`config.mk`:
```
export PLATFORM = sky130hd
export DESIGN_NAME = stream_unpacker
export DESIGN_NICKNAME = d
export VERILOG_FILES = /design/src/rtl/stream_unpacker.sv
export SDC_FILE = /design/constraint.sdc
export NUM_CORES = 1
export LEC_CHECK = 0
export CAP_MARGIN = 20
export CORE_ASPECT_RATIO = 0.6
export CORE_MARGIN = 3
export CORE_UTILIZATION = 40
export CTS_CLUSTER_SIZE = 10
export DETAILED_ROUTE_END_ITERATION = 16
export PLACE_DENSITY = 0.68
export RECOVER_POWER = 50
export SETUP_SLACK_MARGIN = 0.1
export SYNTH_ARGS = -nofsm -noshare
export SYNTH_HDL_FRONTEND = slang
export SYNTH_SLANG_ARGS = --single-unit
```
`constraint.sdc`:
```
create_clock -name aclk -period 3.7 [get_ports aclk]
set_clock_uncertainty 0.2 [all_clocks]
set_input_delay 0.37 -clock aclk [delete_from_list [all_inputs] [get_ports aclk]]
set_output_delay 0.37 -clock aclk [all_outputs]
set_load 0.02 [all_outputs]
```
`src/rtl/stream_unpacker.sv`:
```
// Wide-to-narrow stream converter: one RATIO-lane word in, RATIO beats out, lane 0 first.
// Optional out_last port is enabled by defining STREAM_UNPACKER_LAST_EN.
module stream_unpacker #(
    parameter int DATA_WIDTH = 32,
    parameter int RATIO      = 4
) (
    input  logic                        aclk,
    input  logic                        areset,
    input  logic [DATA_WIDTH*RATIO-1:0] in_data,
    input  logic                        in_valid,
    output logic                        in_ready,
    output logic [DATA_WIDTH-1:0]       out_data,
    output logic                        out_valid,
    input  logic                        out_ready
`ifdef STREAM_UNPACKER_LAST_EN
    ,
    output logic                        out_last
`endif
);

    localparam int            CW       = $clog2(RATIO);
    localparam logic [CW-1:0] CNT_LAST = CW'(RATIO - 1);

    logic [RATIO-1:0][DATA_WIDTH-1:0] word_q, word_d;
    logic [CW-1:0]                    cnt_q, cnt_d;
    logic                             full_q, full_d;
    logic                             last_lane;
    logic                             in_xfer;
    logic                             out_xfer;

    assign last_lane = (cnt_q == CNT_LAST);
    // Accept the next word on the same edge the final lane leaves, so there is no bubble.
    assign in_ready  = ~full_q | (out_ready & last_lane);
    assign in_xfer   = in_valid & in_ready;
    assign out_xfer  = full_q & out_ready;
    assign out_valid = full_q;
    assign out_data  = word_q[cnt_q];

`ifdef STREAM_UNPACKER_LAST_EN
    assign out_last  = full_q & last_lane;
`endif

    always_comb begin
        word_d = word_q;
        cnt_d  = cnt_q;
        full_d = full_q;
        if (out_xfer) begin
            if (last_lane) begin
                full_d = 1'b0;
                cnt_d  = '0;
            end else begin
                cnt_d  = cnt_q + CW'(1);
            end
        end
        if (in_xfer) begin
            word_d = in_data;
            cnt_d  = '0;
            full_d = 1'b1;
        end
    end

    always_ff @(posedge aclk or posedge areset) begin
        if (areset) begin
            word_q <= '0;
            cnt_q  <= '0;
            full_q <= 1'b0;
        end else begin
            word_q <= word_d;
            cnt_q  <= cnt_d;
            full_q <= full_d;
        end
    end

endmodule
```
==> impl_metrics.py <==
metrics = {
    "status": {
        "outcome": "finished with violations",
        "failed_checks": "max-capacitance violations, max-slew violations",
    },
    "routing": {
        "drt_wl_total_um": 19700,
        "drt_iter0_markers": 429,
        "drt_pass1_iterations": 5,
        "vias": 5360,
        "final_antenna_net_count": 0,
        "viasPerCell": 5.32,
        "wire_per_inst_um": 19.5,
        "drc": 0,
    },
    "power_and_ir_drop": {
        "vdd_drop_max_v": 0.000514,
        "power_density_nw_per_um2": 876,
        "p_leak_uw": 0.00417,
    },
    "clock_network": {
        "cts_setup_buffers": 0,
        "cts_tree": "yes",
        "cts-buffers-inserted": 17,
        "holdBufCountCts": 0,
        "clock-sinks": 131,
        "cts.path.max_buffers": 2,
        "cts_resized": 0,
        "htree_levels": 4,
        "path_clk_slew_ns": 0.06,
        "root_buffer": "clkbuf_16",
        "clk_latency_ns": 0.41,
    },
    "place": {
        "hpwlAfterDp_um": 13000,
        "place_inst": 976,
        "io_buffers": 165,
        "placed_cell_area_um2": 9210,
        "pre_cts_ws_ns": 0.990,
        "gp_congestion": 0.792,
    },
    "timing": {
        "setup_ws_ns": 0.667,
        "period_share_pct": 82.0,
        "tns_ns": 0,
        "setup_viol": 0,
        "fmax_mhz": 330,
        "hold_viol": 0,
        "worstMarginPinSlew_ns": 1.87,
        "fin_crit_ns": 3.03,
        "slew-limit-headroom_pct": -24.6,
        "slew_violations": 132,
        "grt_setup_unrepaired": "no",
    },
    "setup_path": {
        "start_kind": "flop",
        "critical_path_required_ns": 3.13,
        "cp-end-kind": "primary output",
        "critPathKind": "reg -> out",
        "crit_fanout": 19,
        "cp_cell_sequence": "buf_12 -> mux4_2 -> clkdlybuf4s50_1",
        "arrival_ns": 2.46,
        "critPathSlowestCell": "dfrtp_2",
        "cpPeakStageDelay_ns": 0.65,
        "cp_top_family": "buffers and inverters",
        "critPathBufInv": 2,
    },
    "global_route": {
        "overflow": 0,
        "grt.total_usage_pct": 18.9,
        "met3_usage_pct": 5.33,
        "antenna_found_initial": 1,
        "grt_pass1_vias": 5660,
        "grt_busiest_layer": "met1",
        "grt_max_degree": 132,
        "met1_usage_pct": 28.1,
        "grtUsageMet2_pct": 27.3,
        "grt_pass1_wl_um": 30800,
    },
    "die": {
        "die-area_um2": 20800,
        "die_w_um": 184,
        "start_util_pct": 41.5,
        "fp.dieH_um": 113,
        "coreArea_um2": 18400,
        "rows": 38,
        "ioPinCount": 166,
    },
    "yosys": {
        "ys_warn_count": 0,
        "syn_area_um2": 7630,
        "synth-seq-cells": 131,
        "yosysUniqueCellTypes": 23,
        "ys_seq_area_share_pct": 43.0,
        "syn_area_per_cell_um2": 12.2,
        "syn_inst": 626,
        "synth_top_flop_cell": "dfrtp_1",
        "synth_edf_count": 0,
        "async_flop_share_pct": 100,
        "synth_nets": 759,
    },
    "finish": {
        "fin_cells": 1008,
        "fillers": 1567,
        "postLayoutCellArea_um2": 9750,
        "drive_gt1_share_pct": 25.0,
        "fin_util_pct": 53.0,
        "area.growth.synth_to_final_pct": 27.8,
        "diodes": 0,
        "nets": 888,
    },
    "job": {
        "maxCapViolations": 1,
    },
    "hold_path": {
        "hold_class": "in -> reg",
    },
}
[cells in the final DEF (no fill, tap or decap), types with 2 or more instances in the layout]
cell             netlist  routed
dfrtp_2                0       2
buf_4                  3       3
nand2_1              130     130
dlygate4sd3_1          0       2
clkinv_4               0       4
clkbuf_16              0      17
o32ai_2              120     110
o32ai_1                8      18
clkdlybuf4s50_1        0     162
clkbuf_2               0       2
dfrtp_1              131     129
clkbuf_8               0       2
clkinv_2               0       2
clkinvlp_4             0       3
mux4_2                32      32
buf_12                 0       5
bufinv_16              0       4
inv_1                129     128
[final timing paths]
| kind | startpoint | end | slack (ns) | cells after the start |
|---|---|---|---|---|
| max | cnt_q[0]$_DFFE_PP0P_ | out_data[16] | 0.67 | 3 |
| min in group asynchronous | areset | word_q[41]$_DFFE_PP0P_ | 0.87 | 3 |
| max reg2reg | cnt_q[1]$_DFFE_PP0P_ | word_q[80]$_DFFE_PP0P_ | 1.07 | 4 |
| min | in_data[38] | word_q[38]$_DFFE_PP0P_ | 0.32 | 3 |
| min reg2reg | word_q[70]$_DFFE_PP0P_ | word_q[70]$_DFFE_PP0P_ | 0.34 | 2 |
| max in group asynchronous | areset | cnt_q[1]$_DFFE_PP0P_ | 1.10 | 3 |
[Yosys cell counts (3+ instances only)]
master | n | area share (%)
buf_2 | 19 | 1.2
buf_4 | 3 | 0.30
buf_6 | 19 | 2.8
buf_8 | 10 | 2.0
clkbuf_1 | 13 | 0.64
dfrtp_1 | 131 | 43
inv_1 | 129 | 6.3
mux4_2 | 32 | 9.4
nand2_1 | 130 | 6.4
o32ai_1 | 8 | 0.92
o32ai_2 | 120 | 26
[cell type report]
type | instances | area, um^2 | share of cell area, %
inverter | 130 | 492 | 5.04
clock inverter | 12 | 180 | 1.85
sequential | 131 | 3280 | 33.6
clock buffer | 20 | 457 | 4.68
tap | 240 | 300 | 3.08
timing repair buffer | 175 | 1780 | 18.3
multi-input combinational | 300 | 3260 | 33.4
[power breakdown]
part	leakage [uW]	internal (uW)	switching [uW]
Clock	0.000306	1170	645
Combinational	0.00227	2320	1760
Sequential	0.00159	2150	506
Total	0.00417	5630	2910
[stage by stage]
stage                     power (uW)  hold slack (ns)
after floorplan                 5620            0.316
after global placement          6710            0.335
after detailed placement        6840            0.336
after CTS                       8680            0.314
after global routing            8990            0.322
final                           8540            0.320
[worst reg2reg max path, cell delays in order, from the launching register on]
cell and delay (ns):
dfrtp_2 0.78, ha_1 0.38, and3_4 0.56, buf_4 0.41, o32ai_2 0.14
[sequential cells by signal, summed over array words and instances, names as in the netlist]
| signal | flops |
|---|---|
| cnt_q | 2 |
| out_valid | 1 |
| word_q | 128 |
[layer usage]
layer	up-vias	wire length, um	part of all wire (%)
li1	2459	-	-
met2	158	8550	43
met3	18	1300	6.6
met5	-	17	0.086
met4	2	191	0.97
met1	2723	9640	49
[cells by family after synthesis]
kind of cell	Yosys count	synth area share, %
simple gates	136	7.10
mux	32	9.44
compound gates	131	26.9
buf+inv	195	13.4
fa+ha+maj	1	0.164
flops	131	43.0
Note: power is estimated with default switching activity, not from simulation.
